$ cat src/rtl/traj_renderer.sv
// traj_renderer: latches the trajectory generator's ball positions, holds them
// for a whole video frame, and answers per-pixel "which ball covers this pixel"
// queries through a fixed 3-stage pipeline.
// Build option: define TRAJ_RENDER_ROUND_EN for a round ball test (dx^2+dy^2 <= R^2).
// Leave it undefined for a square sprite test (|dx|,|dy| <= R).
module traj_renderer #(
   parameter int RADIUS   = 8,
   parameter int GROUND_Y = 700,
   parameter int X_OFFSET = 100
) (
   input  logic        clk_in,
   input  logic        rst_in,
   input  logic [10:0] traj_x_in [7:0],
   input  logic [9:0]  traj_y_in [7:0],
   input  logic        traj_valid_in,
   input  logic [2:0]  num_balls,
   input  logic        new_frame_in,
   input  logic [10:0] hcount_in,
   input  logic [9:0]  vcount_in,
   input  logic        pixel_valid_in,
   output logic        ball_hit_out,
   output logic [2:0]  ball_id_out,
   output logic [7:0]  red_out,
   output logic [7:0]  green_out,
   output logic [7:0]  blue_out,
   output logic        pixel_valid_out
);

   localparam logic signed [12:0] X_OFF_C  = 13'(X_OFFSET);
   localparam logic signed [12:0] GROUND_C = 13'(GROUND_Y);
`ifdef TRAJ_RENDER_ROUND_EN
   localparam logic [24:0]        RAD_SQ_C = 25'(RADIUS * RADIUS);
`else
   localparam logic signed [12:0] RAD_C    = 13'(RADIUS);
`endif

   // Double buffer: shadow catches every strobe, active only changes at frame start.
   logic [10:0]        shadow_x_r [8];
   logic [9:0]         shadow_y_r [8];
   logic               pending_r;
   logic [10:0]        active_x_r [8];
   logic [9:0]         active_y_r [8];
   logic [2:0]         num_lat_r;
   // Set by the first real swap; a cleared active buffer would otherwise draw
   // balls at the origin once num_balls is re-latched.
   logic               loaded_r;

   // Pipeline state.
   logic signed [12:0] dx_s [8];
   logic signed [12:0] dy_s [8];
   logic [7:0]         en_s;
   logic signed [12:0] dx_r [8];
   logic signed [12:0] dy_r [8];
   logic [7:0]         en_r;
   logic               v1_r;
   logic [7:0]         hit_s;
   logic [7:0]         hit_r;
   logic               v2_r;
   logic [2:0]         id_s;
   logic               any_s;
`ifdef TRAJ_RENDER_ROUND_EN
   logic [11:0]        mag_x_s [8];
   logic [11:0]        mag_y_s [8];
   logic [23:0]        sq_x_s  [8];
   logic [23:0]        sq_y_s  [8];
   logic [24:0]        sum_s   [8];
`endif

   // Capture strobes into shadow and swap into active at frame start; the swap
   // reads pre-edge shadow, so a coincident strobe lands for the next frame.
   always_ff @(posedge clk_in) begin
      if (rst_in) begin
         for (int i = 0; i < 8; i++) begin
            shadow_x_r[i] <= 11'd0;
            shadow_y_r[i] <= 10'd0;
            active_x_r[i] <= 11'd0;
            active_y_r[i] <= 10'd0;
         end
         pending_r <= 1'b0;
         num_lat_r <= 3'd0;
         loaded_r  <= 1'b0;
      end else begin
         if (new_frame_in) begin
            num_lat_r <= num_balls;
            if (pending_r) begin
               for (int i = 0; i < 8; i++) begin
                  active_x_r[i] <= shadow_x_r[i];
                  active_y_r[i] <= shadow_y_r[i];
               end
               loaded_r  <= 1'b1;
               pending_r <= 1'b0;
            end
         end
         if (traj_valid_in) begin
            for (int i = 0; i < 8; i++) begin
               shadow_x_r[i] <= traj_x_in[i];
               shadow_y_r[i] <= traj_y_in[i];
            end
            pending_r <= 1'b1;
         end
      end
   end

   // S1 arithmetic: signed offsets from each ball centre plus a per-ball enable snapshot.
   always_comb begin
      for (int i = 0; i < 8; i++) begin
         dx_s[i] = $signed({2'b00, hcount_in}) - ($signed({2'b00, active_x_r[i]}) + X_OFF_C);
         dy_s[i] = $signed({3'b000, vcount_in}) - (GROUND_C - $signed({3'b000, active_y_r[i]}));
         en_s[i] = loaded_r && (4'(i) < {1'b0, num_lat_r});
      end
   end

   // S1 registers.
   always_ff @(posedge clk_in) begin
      if (rst_in) begin
         for (int i = 0; i < 8; i++) begin
            dx_r[i] <= 13'sd0;
            dy_r[i] <= 13'sd0;
         end
         en_r <= 8'd0;
         v1_r <= 1'b0;
      end else begin
         dx_r <= dx_s;
         dy_r <= dy_s;
         en_r <= en_s;
         v1_r <= pixel_valid_in;
      end
   end

`ifdef TRAJ_RENDER_ROUND_EN
   // S2 inside-test, round ball: squared magnitudes compared against radius squared.
   always_comb begin
      for (int i = 0; i < 8; i++) begin
         mag_x_s[i] = 12'(dx_r[i][12] ? -dx_r[i] : dx_r[i]);
         mag_y_s[i] = 12'(dy_r[i][12] ? -dy_r[i] : dy_r[i]);
         sq_x_s[i]  = 24'(mag_x_s[i]) * 24'(mag_x_s[i]);
         sq_y_s[i]  = 24'(mag_y_s[i]) * 24'(mag_y_s[i]);
         sum_s[i]   = 25'(sq_x_s[i]) + 25'(sq_y_s[i]);
         hit_s[i]   = en_r[i] && (sum_s[i] <= RAD_SQ_C);
      end
   end
`else
   // S2 inside-test, square sprite: signed window compare on both axes.
   always_comb begin
      for (int i = 0; i < 8; i++) begin
         hit_s[i] = en_r[i] &&
                    (dx_r[i] >= -RAD_C) && (dx_r[i] <= RAD_C) &&
                    (dy_r[i] >= -RAD_C) && (dy_r[i] <= RAD_C);
      end
   end
`endif

   // S2 registers.
   always_ff @(posedge clk_in) begin
      if (rst_in) begin
         hit_r <= 8'd0;
         v2_r  <= 1'b0;
      end else begin
         hit_r <= hit_s;
         v2_r  <= v1_r;
      end
   end

   // S3 priority encoder: scanning downward leaves the lowest hitting index.
   always_comb begin
      id_s  = 3'd0;
      any_s = 1'b0;
      for (int i = 7; i >= 0; i--) begin
         id_s  = hit_r[i] ? 3'(i) : id_s;
         any_s = any_s | hit_r[i];
      end
   end

   // S3 output registers: colour from ID bits; invalid pixels force everything to zero.
   always_ff @(posedge clk_in) begin
      if (rst_in) begin
         ball_hit_out    <= 1'b0;
         ball_id_out     <= 3'd0;
         red_out         <= 8'd0;
         green_out       <= 8'd0;
         blue_out        <= 8'd0;
         pixel_valid_out <= 1'b0;
      end else begin
         pixel_valid_out <= v2_r;
         if (v2_r && any_s) begin
            ball_hit_out <= 1'b1;
            ball_id_out  <= id_s;
            red_out      <= id_s[0] ? 8'hFF : 8'h40;
            green_out    <= id_s[1] ? 8'hFF : 8'h40;
            blue_out     <= id_s[2] ? 8'hFF : 8'h40;
         end else begin
            ball_hit_out <= 1'b0;
            ball_id_out  <= 3'd0;
            red_out      <= 8'd0;
            green_out    <= 8'd0;
            blue_out     <= 8'd0;
         end
      end
   end

endmodule

$ cat config.mk
export PLATFORM = sky130hd
export DESIGN_NAME = traj_renderer
export DESIGN_NICKNAME = d
export VERILOG_FILES = /design/src/rtl/traj_renderer.sv
export SDC_FILE = /design/constraint.sdc
export NUM_CORES = 1
export LEC_CHECK = 0
export CAP_MARGIN = 40
export CELL_PAD_IN_SITES_DETAIL_PLACEMENT = 1
export CELL_PAD_IN_SITES_GLOBAL_PLACEMENT = 1
export CORE_MARGIN = 2
export CORE_UTILIZATION = 46
export CTS_CLUSTER_DIAMETER = 80
export CTS_CLUSTER_SIZE = 8
export DETAILED_ROUTE_END_ITERATION = 7
export DONT_BUFFER_PORTS = 1
export PLACE_DENSITY_LB_ADDON = 0.1
export SLEW_MARGIN = 20
export SYNTH_ARGS = -nofsm -noshare
export SYNTH_HDL_FRONTEND = slang
export SYNTH_SLANG_ARGS = --single-unit
$ cat constraint.sdc
create_clock -name clk_in -period 3.7 [get_ports clk_in]
set_input_delay 0.185 -clock clk_in [delete_from_list [all_inputs] [get_ports clk_in]]
set_output_delay 0.185 -clock clk_in [all_outputs]
set_load 0.02 [all_outputs]
==> out/metrics.csv <==
stage;metric;value;unit
outcome;status;completed;
floorplan;io_pins;226;
pwr;p_leak;12.49;nW
clocking;insertion_delay;0.61;ns
synthesis;synth_top_family_by_area;simple AND/OR/NAND/NOR gates;
placement;gp_congestion;0.8549;
sta;fin_crit_sh;87.44;%
sta;period_needed;3.235;ns
worst_setup_path;endpoint_kind;flip-flop;
clocking;clk_pin_slew;0.05;ns
synthesis;synth_warnings;0;
floorplan;die_area;57880;um2
worst_setup_path;crit_end;dy_r[75];
synthesis;avgSynthCellArea;10.72;um2
synthesis;synthMuxAreaShare;0.6415;%
sta;maxSlewHeadroom;36.33;%
placement;dp_hpwl;43.49;mm
drt;post_drt_via_cell_ratio;5.420;
worst_hold_path;hp-class;input port to flip-flop;
pwr;powerDensity;508.7;nW/um2
floorplan;die_width;240.6;um
clocking;postCtsHoldBufs;196;
synthesis;syn_nets;2836;
pwr;vdd_drop_max;0.0003856;V
drt;drt-initial-drc-count;765;
worst_setup_path;r2r_start;active_y_r[2][0];
global_routing;grt_pass1_vias;19840;
synthesis;yosys_most_used_dff;edfxtp_1;
floorplan;initial_utilization;46.64;%
clocking;numClockSinks;496;
global_routing;overflow;0;
sta;tightestPinTransition;0.9550;ns
drt;drt_wl_total;67.47;mm
synthesis;synthCells;2401;
sta;slew_violations;0;
synthesis;synthXorXnorAreaFrac;2.926;%
sta;fin_setup_tns;0;ns
floorplan;core;55200;um2
sta;setup_violations;0;
drt;postRouteAntennaNets;0;
drt;firstDrtPassIters;4;
floorplan;die_y;240.6;um
job;max-cap-violations;0;
sta;rsz0062_at_grt;no;
worst_setup_path;crit_type;flip-flop to flip-flop;
cells_and_area;drive_gt1_share;4.789;%
worst_setup_path;ff2ff_path_depth;11;
cells_and_area;instances_no_fill;3405;
worst_setup_path;cp_max_fo;7;
worst_setup_path;startpoint_type;flip-flop;
placement;dp_cells;3080;
drt;vias;18460;
global_routing;grt_pass1_wl;106.3;mm
worst_setup_path;cp-startpoint;active_y_r[2][0];
synthesis;syn_area;25750;um2
synthesis;ys_seq_area_share;50.00;%
worst_setup_path;reg2reg_setup_slack;0.46;ns
sta;hold_violations;0;
sta;max_freq;309.1;MHz
clocking;post_cts_buffers;0;
clocking;cts_buffer_depth;3;
synthesis;synthDistinctLibCells;54;
worst_setup_path;critical_path_arrival;3.77;ns
sta;finClkSkew;0.02762;ns
synthesis;synth_edf_count;294;
synthesis;synthAdderAreaFrac;11.97;%
clocking;cts.htree.levels;3;
synthesis;ys_ff_latch;496;
synthesis;synth_compound_area_share;11.72;%
global_routing;track_usage;23.75;%
cells_and_area;area_delta_synth_final;18.75;%
cells_and_area;fin_nets;3036;
global_routing;grt_max_degree;199;
clocking;cts_root_buffer;clkbuf_16;
worst_setup_path;cp.required;4.24;ns
placement;io_buffers;0;
drt;drc;0;
clocking;cts_tree;yes;
clocking;cts_inserted_buffers;71;
synthesis;yosys.area_share.simple;18.55;%
floorplan;rows;86;
clocking;cts_resized;0;
global_routing;antenna_found_initial;4;
drt;wl_per_cell;19.81;um
synthesis;synth-async-reset-ratio;0;%
worst_setup_path;reg2reg_to;dy_r[75];
==> registers in the layout (all words and copies together), names as in the netlist <==
| register | flops |
|---|---|
| ball_id_out | 2 |
| blue_out | 1 |
| pending_r | 1 |
| v1_r | 1 |
| shadow_y_r | 70 |
| active_x_r | 77 |
| v2_r | 1 |
| ball_hit_out | 1 |
| hit_r | 7 |
| loaded_r | 1 |
| num_lat_r | 3 |
| pixel_valid_out | 1 |
| shadow_x_r | 77 |
| en_r | 7 |
| red_out | 1 |
| active_y_r | 70 |
| dy_r | 84 |
| dx_r | 91 |
==> Yosys cell counts, types with 20 or more instances <==
cell | instances | area share (%)
nor4_1 | 21 | 0.51
edfxtp_1 | 294 | 34
buf_4 | 23 | 0.67
a21o_1 | 23 | 0.67
nand2_1 | 45 | 0.66
nor3_1 | 105 | 2.0
dfxtp_1 | 202 | 16
ha_1 | 224 | 11
a21oi_1 | 68 | 1.3
nor2b_1 | 108 | 2.6
clkbuf_1 | 37 | 0.54
and2_1 | 254 | 6.2
xnor2_1 | 41 | 1.4
a211oi_1 | 48 | 1.4
inv_1 | 182 | 2.7
nand3_1 | 20 | 0.39
o31a_1 | 24 | 0.82
o31ai_1 | 28 | 0.82
nor2_1 | 190 | 2.8
xor2_1 | 45 | 1.5
o21ai_0 | 87 | 1.7
o21a_1 | 92 | 2.7
nand4_1 | 45 | 1.1
==> how the worst min path moves through the flow <==
stage	end	from	depth (start not counted)	slack [ns]
after floorplan	pending_r	traj_valid_in	2	0.30
after global placement	num_lat_r[0]	rst_in	1	0.28
after detailed placement	num_lat_r[0]	rst_in	1	0.28
after CTS	dy_r[44]	vcount_in[5]	3	0.002
after global routing	dy_r[44]	vcount_in[5]	3	0.04
final	dy_r[31]	vcount_in[5]	3	0.04
==> where the power goes <==
part	total, mW	internal, mW	switching (mW)	leakage (nW)
combinational	2.70	1.23	1.47	6.68
sequential	6.69	6.42	0.264	4.81
clock	6.17	3.74	2.43	0.992
==> per-stage QoR <==
step / setup slack [ns] / instance area (um2) / power, mW / utilization (%) / hold WS (ns)
global placement: 1.014 / 26390 / 9.058 / 47.80 / 0.2760
finish: 0.4646 / 30570 / 15.55 / 55.39 / 0.04391
floorplan: 0.5810 / 25750 / 8.580 / - / 0.3024
CTS: 0.4823 / 30560 / 15.64 / 55.36 / 0.002471
global route: 0.2527 / 30570 / 16.29 / 55.38 / 0.03956
detailed placement: 0.8576 / 26510 / 9.193 / 48.02 / 0.2796
==> worst max-delay path, cell delays in order, from the launching register on <==
cell	delay, ns
edfxtp_1	0.42
inv_1	0.07
ha_1	0.23
and4bb_2	0.35
xnor2_1	0.16
ha_1	0.35
a211oi_1	0.29
nor2_1	0.12
nor4b_1	0.34
o21ai_0	0.14
a21oi_1	0.16
dlygate4sd3_1	0.55
==> layout make-up <==
| cell class | instances | area, um2 |
|---|---|---|
| clock inverter | 3 | 26.28 |
| antenna | 5 | 12.51 |
| sequential | 496 | 12880 |
| tap | 748 | 935.9 |
| multi-input combinational | 1643 | 11830 |
| clock buffer | 121 | 2049 |
| fill | 5880 | 24630 |
| timing repair buffer | 207 | 2162 |
| inverter | 182 | 683.2 |
==> cells by family (layout without fill, tap and decap cells) <==
family / after synthesis / after routing
adders and majority gates: 238 / 238
other: 0 / 5
and+or+nand+nor: 867 / 867
buffers and inverters: 262 / 513
DFF: 496 / 496
xor gates and xnor gates: 86 / 86
AOI/OAI and AO/OA: 437 / 437
muxes: 15 / 15
==> cells in the final DEF, fill, tap and decap left out, types with 44 or more instances in the layout <==
cell | synthesis | layout
a21oi_1 | 68 | 68
dfxtp_1 | 202 | 199
o21a_1 | 92 | 92
a211oi_1 | 48 | 48
nor2_1 | 190 | 190
nor3_1 | 105 | 105
nand2_1 | 45 | 44
clkbuf_16 | 0 | 75
xor2_1 | 45 | 45
and2_1 | 254 | 254
nand4_1 | 45 | 45
inv_1 | 182 | 182
edfxtp_1 | 294 | 294
ha_1 | 224 | 224
dlygate4sd3_1 | 0 | 195
nor2b_1 | 108 | 107
o21ai_0 | 87 | 87
clkbuf_1 | 37 | 46
==> metal layers <==
layer / GRT usage [%] / part of all wire [%]
met1: 27.33 / 41
met3: 3.660 / 3.3
met5: 0 / 0.019
met4: 9.900 / 3.8
met2: 43.78 / 52
(Power assumes the default switching activity.)
